## src/rtl/pc_sequencer_if.sv

```systemverilog
// Fetch-control bus between the pipeline control logic and the PC sequencer.
// The master drives redirect/stall/halt requests; the slave (sequencer) returns the PC state.
interface pc_sequencer_if;
    logic        stall;
    logic        br_taken;
    logic [31:0] br_target;
    logic        jump;
    logic [31:0] jump_target;
    logic        trap;
    logic        halt_req;
    logic        resume;
    logic [31:0] pc;
    logic        pc_valid;
    logic [31:0] epc;
    logic        misalign;
    logic [31:0] instret;

    modport master (
        output stall, br_taken, br_target, jump, jump_target, trap, halt_req, resume,
        input  pc, pc_valid, epc, misalign, instret
    );

    modport slave (
        input  stall, br_taken, br_target, jump, jump_target, trap, halt_req, resume,
        output pc, pc_valid, epc, misalign, instret
    );
endinterface

```

## src/rtl/pc_sequencer.sv

```systemverilog
// Program-counter sequencer: BOOT/RUN/HALT control with trap, stall, jump/branch
// redirect (misaligned targets divert to the trap vector) and a retired-PC counter.
module pc_sequencer #(
    parameter logic [31:0] RESET_PC = 32'h0000_0000,
    parameter logic [31:0] TRAP_VEC = 32'h0000_0100
) (
    input  logic               clk,
    input  logic               rst,
    pc_sequencer_if.slave      bus
);

    typedef enum logic [1:0] {
        ST_BOOT = 2'd0,
        ST_RUN  = 2'd1,
        ST_HALT = 2'd2
    } state_t;

    state_t      r_state;
    state_t      w_state_nxt;
    logic [31:0] r_pc;
    logic [31:0] r_epc;
    logic        r_misalign;
    logic [31:0] r_instret;
    logic        r_pc_valid;

    logic [31:0] w_pc_nxt;
    logic [31:0] w_epc_nxt;
    logic        w_misalign_nxt;
    logic [31:0] w_instret_nxt;
    logic [31:0] w_target;

    function automatic logic f_misaligned(input logic [31:0] addr);
        return (addr[1:0] != 2'b00);
    endfunction

    // State and datapath registers; pc_valid is registered from the next state.
    always_ff @(posedge clk) begin
        if (rst) begin
            r_state    <= ST_BOOT;
            r_pc       <= RESET_PC;
            r_epc      <= 32'h0000_0000;
            r_misalign <= 1'b0;
            r_instret  <= 32'h0000_0000;
            r_pc_valid <= 1'b0;
        end else begin
            r_state    <= w_state_nxt;
            r_pc       <= w_pc_nxt;
            r_epc      <= w_epc_nxt;
            r_misalign <= w_misalign_nxt;
            r_instret  <= w_instret_nxt;
            r_pc_valid <= (w_state_nxt == ST_RUN);
        end
    end

    // Next-state logic; halt only takes effect when neither trap nor stall is active.
    always_comb begin
        w_state_nxt = r_state;
        case (r_state)
            ST_BOOT: w_state_nxt = ST_RUN;
            ST_RUN: begin
                if (!bus.trap && !bus.stall && bus.halt_req) begin
                    w_state_nxt = ST_HALT;
                end else begin
                    w_state_nxt = ST_RUN;
                end
            end
            ST_HALT: begin
                if (bus.resume) begin
                    w_state_nxt = ST_RUN;
                end else begin
                    w_state_nxt = ST_HALT;
                end
            end
            default: w_state_nxt = ST_BOOT;
        endcase
    end

    // Next PC / epc / misalign / instret in priority order: trap, stall, jump, branch, sequential.
    always_comb begin
        w_pc_nxt       = r_pc;
        w_epc_nxt      = r_epc;
        w_misalign_nxt = r_misalign;
        w_instret_nxt  = r_instret;
        w_target       = bus.jump ? bus.jump_target : bus.br_target;
        case (r_state)
            ST_RUN: begin
                if (bus.trap) begin
                    w_pc_nxt      = TRAP_VEC;
                    w_epc_nxt     = r_pc;
                    w_instret_nxt = r_instret + 32'd1;
                end else if (bus.stall) begin
                    w_pc_nxt      = r_pc;
                end else if (bus.jump || bus.br_taken) begin
                    if (f_misaligned(w_target)) begin
                        w_pc_nxt       = TRAP_VEC;
                        w_epc_nxt      = r_pc;
                        w_misalign_nxt = 1'b1;
                    end else begin
                        w_pc_nxt       = w_target;
                    end
                    w_instret_nxt = r_instret + 32'd1;
                end else begin
                    w_pc_nxt      = r_pc + 32'd4;
                    w_instret_nxt = r_instret + 32'd1;
                end
            end
            default: begin
                w_pc_nxt = r_pc;
            end
        endcase
    end

    assign bus.pc       = r_pc;
    assign bus.pc_valid = r_pc_valid;
    assign bus.epc      = r_epc;
    assign bus.misalign = r_misalign;
    assign bus.instret  = r_instret;

endmodule

```

## src/flat_wrapper.sv

```systemverilog
// flat-port wrapper written by rule: the top's interface ports become plain ports
module pc_sequencer_flat 
#(
    parameter logic [31:0] RESET_PC = 32'h0000_0000,
    parameter logic [31:0] TRAP_VEC = 32'h0000_0100
)
  (clk, rst, bus_stall, bus_br_taken, bus_br_target, bus_jump, bus_jump_target, bus_trap, bus_halt_req, bus_resume, bus_pc, bus_pc_valid, bus_epc, bus_misalign, bus_instret);
  pc_sequencer_if bus_i ();
  input  logic clk;
  input  logic rst;
  input wire logic [$bits(bus_i.stall)-1:0] bus_stall;
  input wire logic [$bits(bus_i.br_taken)-1:0] bus_br_taken;
  input wire logic [$bits(bus_i.br_target)-1:0] bus_br_target;
  input wire logic [$bits(bus_i.jump)-1:0] bus_jump;
  input wire logic [$bits(bus_i.jump_target)-1:0] bus_jump_target;
  input wire logic [$bits(bus_i.trap)-1:0] bus_trap;
  input wire logic [$bits(bus_i.halt_req)-1:0] bus_halt_req;
  input wire logic [$bits(bus_i.resume)-1:0] bus_resume;
  output wire logic [$bits(bus_i.pc)-1:0] bus_pc;
  output wire logic [$bits(bus_i.pc_valid)-1:0] bus_pc_valid;
  output wire logic [$bits(bus_i.epc)-1:0] bus_epc;
  output wire logic [$bits(bus_i.misalign)-1:0] bus_misalign;
  output wire logic [$bits(bus_i.instret)-1:0] bus_instret;
  assign bus_i.stall = bus_stall;
  assign bus_i.br_taken = bus_br_taken;
  assign bus_i.br_target = bus_br_target;
  assign bus_i.jump = bus_jump;
  assign bus_i.jump_target = bus_jump_target;
  assign bus_i.trap = bus_trap;
  assign bus_i.halt_req = bus_halt_req;
  assign bus_i.resume = bus_resume;
  assign bus_pc = bus_i.pc;
  assign bus_pc_valid = bus_i.pc_valid;
  assign bus_epc = bus_i.epc;
  assign bus_misalign = bus_i.misalign;
  assign bus_instret = bus_i.instret;
  pc_sequencer #(.RESET_PC(RESET_PC), .TRAP_VEC(TRAP_VEC)) u_core (.clk(clk), .rst(rst), .bus(bus_i));
endmodule
```

## config.mk

```make
export PLATFORM = sky130hd
export DESIGN_NAME = pc_sequencer_flat
export DESIGN_NICKNAME = d
export VERILOG_FILES = /design/src/rtl/pc_sequencer_if.sv /design/src/rtl/pc_sequencer.sv /design/src/flat_wrapper.sv
export SDC_FILE = /design/constraint.sdc
export NUM_CORES = 1
export LEC_CHECK = 0
export ABC_AREA = 1
export CAP_MARGIN = 0
export CORE_MARGIN = 2
export CORE_UTILIZATION = 30
export CTS_CLUSTER_DIAMETER = 80
export DETAILED_ROUTE_END_ITERATION = 8
export SYNTH_ARGS = -nofsm -noshare
export SYNTH_HDL_FRONTEND = slang
export SYNTH_SLANG_ARGS = --single-unit
export TNS_END_PERCENT = 10
```

## constraint.sdc

```tcl
create_clock -name clk -period 4.8 [get_ports clk]
set_clock_uncertainty 0.05 [all_clocks]
set_input_delay 0.96 -clock clk [delete_from_list [all_inputs] [get_ports clk]]
set_output_delay 0.96 -clock clk [all_outputs]
set_load 0.01 [all_outputs]
```

== Word-level counts from Yosys, hierarchy flattened ==
Index checks and enable logic that the tools add are counted.

* Bitwise operators: 2
* Eq/ne operators: 4
* Magnitude comparators: 0
* Reduce and logical (&&, ||, !) cells: 12
* Muxes and demuxes: 14
* Divide/modulo/power cells: 0
* Shift-type cells: 0
* Add/subtract/negate cells: 2
* Multipliers: 0

{| class="wikitable"
|+ Operators with widths
! operator !! count
|-
| $mux 32 || 11
|-
| $add 32x1->32 const B || 1
|-
| $add 32x3->32 const B || 1
|-
| $pmux 2 s3 || 1
|-
| $reduce_bool 2->1 || 3
|-
| $reduce_and 5->1 || 1
|-
| $eq 2x1->1 const B || 2
|-
| $mux 2 || 2
|-
| $reduce_and 4->1 || 1
|-
| $eq 2x2->1 const B || 1
|-
| $logic_and 1x1->1 || 2
|-
| $logic_not 1->1 || 2
|-
| $logic_not 2->1 || 1
|-
| $ne 2x1->1 const B || 1
|-
| $not 1->1 || 2
|-
| $reduce_and 2->1 || 1
|-
| $logic_or 1x1->1 || 1
|}

* Bits in latches: 0
* Register bits: 100
* Memories kept: 0
* Logic and storage cells: 40
* Input bits: 72
* Output and inout bits: 98
* Bits in read-only memories: 0
* RAM bits: 0

== Depth between registers and ports, before layout ==
* Word-level depth: 6
* Gate-level depth with buffers: 11
* Depth with buffers taken out: 11

== Worst setup path before layout ==
Ideal clock, no wire load.

* Path type: input to register
* Start point: in bus_stall
* End point: reg u_core.r_pc[21], in the netlist u_core.bus.pc[21]
* Data arrival time: 2.001 ns
* Library setup time: 0.070 ns
* Path buffers: 2
* Stages on the path: 9
* Required time: 4.680 ns
* Path slack: 2.678 ns
* Cells stage by stage: nor2_1 -> nand2_1 -> inv_1 -> buf_2 -> clkbuf_1 -> nand2_1 -> nor2_1 -> nand2_1 -> a21oi_1

* Longest elaborated chain between the ends: 2

{| class="wikitable"
|+ Ends and longest elaborated chain
! element !! line !! source
|-
| start, declared || flat_wrapper.sv:11 || <nowiki>input wire logic [$bits(bus_i.stall)-1:0] bus_stall;</nowiki>
|-
| $ne 2x1->1 (no line) || n/a ||
|-
| $reduce_and 2->1 (no line) || n/a ||
|-
| end signal, assigned || pc_sequencer.sv:47 || <nowiki>r_pc <= w_pc_nxt;</nowiki>
|-
| end, declared || pc_sequencer.sv:20 || <nowiki>logic [31:0] r_pc;</nowiki>
|}

No other way between the ends.
A chain may end at the register's enable or synchronous reset.

== Final worst setup path ==
* Start point: in bus_trap
* End point: reg u_core.r_epc[31], in the netlist u_core.bus.epc[31]

* Longest elaborated chain between the ends: 2
* Elaborated cells between the ends (all ways): 5
* Those cells by class: eq/ne: 1; mux: 1; reduce/logical: 3

{| class="wikitable"
|+ Ends and longest elaborated chain
! element !! line !! source
|-
| start, declared || flat_wrapper.sv:16 || <nowiki>input wire logic [$bits(bus_i.trap)-1:0] bus_trap;</nowiki>
|-
| $ne 2x1->1 (no line) / $reduce_bool 2->1 (equally long branches) || n/a ||
|-
| $reduce_and 4->1 (no line) || n/a ||
|-
| end signal, assigned || pc_sequencer.sv:48 || <nowiki>r_epc <= w_epc_nxt;</nowiki>
|-
| end, declared || pc_sequencer.sv:21 || <nowiki>logic [31:0] r_epc;</nowiki>
|}

Parallel ways exist; a longest one is shown, timed or not.

==> key figures <==
Run status
  – Status: complete, no violations

CTS
  – Clock root cell: clkbuf_16
  – Post-CTS Hold Buffers: 0
  – # resized after CTS: 0
  – Setup bufs post-CTS: 0
  – Clk slew on worst S/H paths: ~70 ps
  – Num CTS Buffers: 9
  – Clock latency on the worst-skew pair: about 360 ps
  – H-Tree Depth: 3
  – CTS Buffer Depth: 2
  – Clk sinks: 100
  – CTS tree: yes

Floorplan
  – DIE HEIGHT: 140 um
  – Die area: 0.0196 sq mm
  – Initial Util: between 30% and 40%
  – I/O pins: 170
  – Core Region: ~0.018 sq mm
  – Row count: 49
  – Die X: between 100 and 150 um

Yosys
  – Mean post-synth cell area: 5.96 sq um
  – Main combinational cell family by area after synthesis: simple AND/OR/NAND/NOR gates
  – Unique masters post-synth: 31
  – Post-synthesis sequential area ratio: about 36%
  – YS warnings: 0
  – Mux contribution to synthesized area: 0%
  – Synthesis-stage register bit count: 100
  – XOR/XNOR share of the synthesized area: under 10%
  – Synth Area in Compound Gates: between 10% and 20%
  – Syn Nets: 1004
  – Adder-Cell Fraction of Synth Area: less than 1%
  – Simple-gate share of the synthesized area: 43.7%
  – Mapped cell area: ~0.0055 sq mm
  – Syn Inst Count: 930

Setup path
  – Critical Path AT: roughly 3700 ps
  – CP max stage cell: clkdlybuf4s50_1
  – Cell mode on critical path: nand2_1
  – Launch point of the worst path: bus_trap
  – Worst path cell trace: clkdlybuf4s50_1, inv_1, nand2_1, nand2_1, a21oi_1, nand2_1, buf_4, inv_2, nor2_1, nor2_1
  – Critical path class: input pin to register
  – WP data required: just over 5000 ps
  – R2r endpoint: u_core.bus.epc[31]
  – Crit path launch type: input pin
  – Crit path capture type: register
  – CP endpoint: u_core.bus.epc[31]
  – Worst R2R Start: u_core.r_state[1]
  – Register-to-Register Setup Slack: approximately 2100 ps
  – Slowest stage delay, CP: around 500 ps
  – CP max FO: 32
  – FF-to-FF path depth: 8

Global route
  – Initial antenna violation count: 0
  – Gr ovfl total: 0
  – Vias in the first global route: ~5600
  – Largest net degree at the start of global routing: slightly below 50
  – First-pass GRT wire length: around 28000 um
  – Gr usage total: roughly 18%

Route
  – Iter 0 DRT Violations: 325
  – Routed Antenna Nets: 0
  – Routed wire per std cell: between 10 and 15 um
  – Vias per std cell: ~4.7
  – Vias: approximately 6100
  – WL final: roughly 17000 um
  – First-pass detailed-route iteration total: 5
  – DRC: 0

Cells and area
  – Fillers: a little under 2000
  – Antenna diodes: 0
  – Post-route core utilization: about 43%
  – Most common cell after layout, fill and taps aside: nand2_1
  – Register Area: roughly 0.002 sq mm
  – Commonest non-fill, non-tap cells in the layout: nand2_1 (315), nor2_1 (185), clkdlybuf4s50_1 (168), dfxtp_1 (100), nand3_1 (70)
  – Multi-input logic area: 0.00317 sq mm
  – Nets: about 1200
  – Share of layout cells above drive strength 1: 3.13%
  – Layout area overhead: 39.7%

Pwr
  – Psw: roughly 0.0005 W
  – Clock share of power: between 40% and 50%
  – Seq pwr share: between 40% and 50%
  – Sw Share: between 20 and 30%
  – Cell-internal power: about 0.0015 W
  – Leakage power: between 2 and 3 nW
  – Pwr dens: around 260 mW/mm^2
  – Maximum vdd drop: between 100 and 150 uV
  – Combinational Power Share: 15.3%
  – Tot Pwr: 0.00198 W

Timing
  – Final setup violating endpoints: 0
  – Worst setup margin: ~1400 ps
  – Achievable Freq: a little under 300 MHz
  – Max transition margin: 42.2%
  – Fin Hold WS: roughly 430 ps
  – Hold Violations, Final: 0
  – Setup TNS Final: 0 ps
  – Final Slew Violations: 0
  – Post-layout min period: ~3400 ps
  – Final period utilization: a little over 70%
  – Worst slew pin tran: between 800 and 900 ps
  – RSZ-0062 raised after global routing: no

Place
  – Dpl hpwl: 13100 um
  – Setup WS pre-CTS: slightly above 1000 ps
  – IO Port Bufs: 169
  – Routability cong.: 0.812

Run
  – Total of max-cap violations: 0

Worst hold path
  – Hold WC Path Type: register to register
-- state kept, by name, indices dropped and copies added (netlist names) --
register	count
u_core.bus.pc	32
u_core.bus.instret	32
u_core.bus.pc_valid	1
u_core.bus.epc	32
u_core.bus.misalign	1
u_core.r_state	2
-- power groups by stage --
stage	Clock, W	Sequential, W	Combinational (W)
2_1_floorplan	0	0.000911	0.000136
4_1_cts	0.000813	0.000884	0.000306
5_1_grt	0.000844	0.000888	0.000335
3_3_place_gp	0	0.000903	0.000303
3_5_place_dp	0	0.000903	0.000305
6_report	0.000797	0.000884	0.000302
-- layer usage --
layer | part of all wire (%) | vias to the layer above | wire length [um] | track usage, %
met5 | 0 | - | 0 | 0
met4 | 1.6 | 0 | 282 | 6.37
met3 | 6.0 | 16 | 1030 | 3.28
met2 | 45 | 153 | 7750 | 29.3
met1 | 48 | 2688 | 8250 | 23.7
li1 | - | 3264 | - | -
-- cell usage after synthesis --
cell type  count  area share [%]
dfxtp_1      100              36
o31ai_4        1            0.38
xor2_1         6            0.95
o211ai_1       1            0.14
a31oi_1        1            0.11
inv_2          2            0.14
nand4_1       10             1.1
nand2_2        1            0.11
o21bai_1       1            0.14
xnor2_1        1            0.16
a21o_1         1            0.14
a211oi_1       2            0.27
nor3b_1        1            0.14
o21a_1         1            0.14
ha_1           2            0.45
nor3_1         9            0.81
nor2_2         1            0.11
nand2_1      315              21
inv_1         56             3.8
nor2_4         4            0.81
buf_1          1           0.068
o21ai_1       15             1.4
o21ai_0       48             4.3
nand3_1       70             6.3
a21oi_1       54             4.9
clkinv_1       1           0.068
buf_2         11            0.99
nor4_1         1            0.11
nand3b_1       2            0.27
nor2_1       186              13
clkbuf_1      25             1.7
-- how the worst min path moves through the flow --
stage	from	end	slack, ps	depth (start not counted)
2_1_floorplan	u_core.bus.pc[0]	u_core.bus.pc[0]	430	2
3_3_place_gp	u_core.bus.epc[22]	u_core.bus.epc[22]	410	2
3_5_place_dp	u_core.bus.pc[1]	u_core.bus.pc[1]	420	2
4_1_cts	u_core.bus.pc[1]	u_core.bus.pc[1]	430	2
5_1_grt	u_core.bus.epc[23]	u_core.bus.epc[23]	460	2
6_report	u_core.bus.pc[1]	u_core.bus.pc[1]	430	2
-- cell type report --
type,count,area share [%]
Multi-Input combinational cell,734,40.9
Sequential cell,100,25.8
Timing Repair Buffer,177,22.5
Tap cell,229,3.70
Clock buffer,11,3.13
Inverter,59,2.86
Clock inverter,5,0.969
-- critical path, delay by kind of cell --
kind	cells	cell delay [ps]
AO/OA/AOI/OAI	1	420
buffers and inverters	4	1300
AND/OR/NAND/NOR	5	960
-- per-stage QoR --
stage               std cells  area (sq um)
global route             1315          7750
floorplan                 930          5550
CTS                      1315          7750
finish                   1315          7750
global placement         1299          7430
detailed placement       1299          7430
-- logic make-up after synthesis --
logic type / count (synthesis)
AND/OR/NAND/NOR: 600
XOR/XNOR: 7
buffers and inverters: 96
AO/OA/AOI/OAI: 125
adder cells (fa/ha/maj): 2
flip-flops: 100
Power figures use the tool's default switching activity.
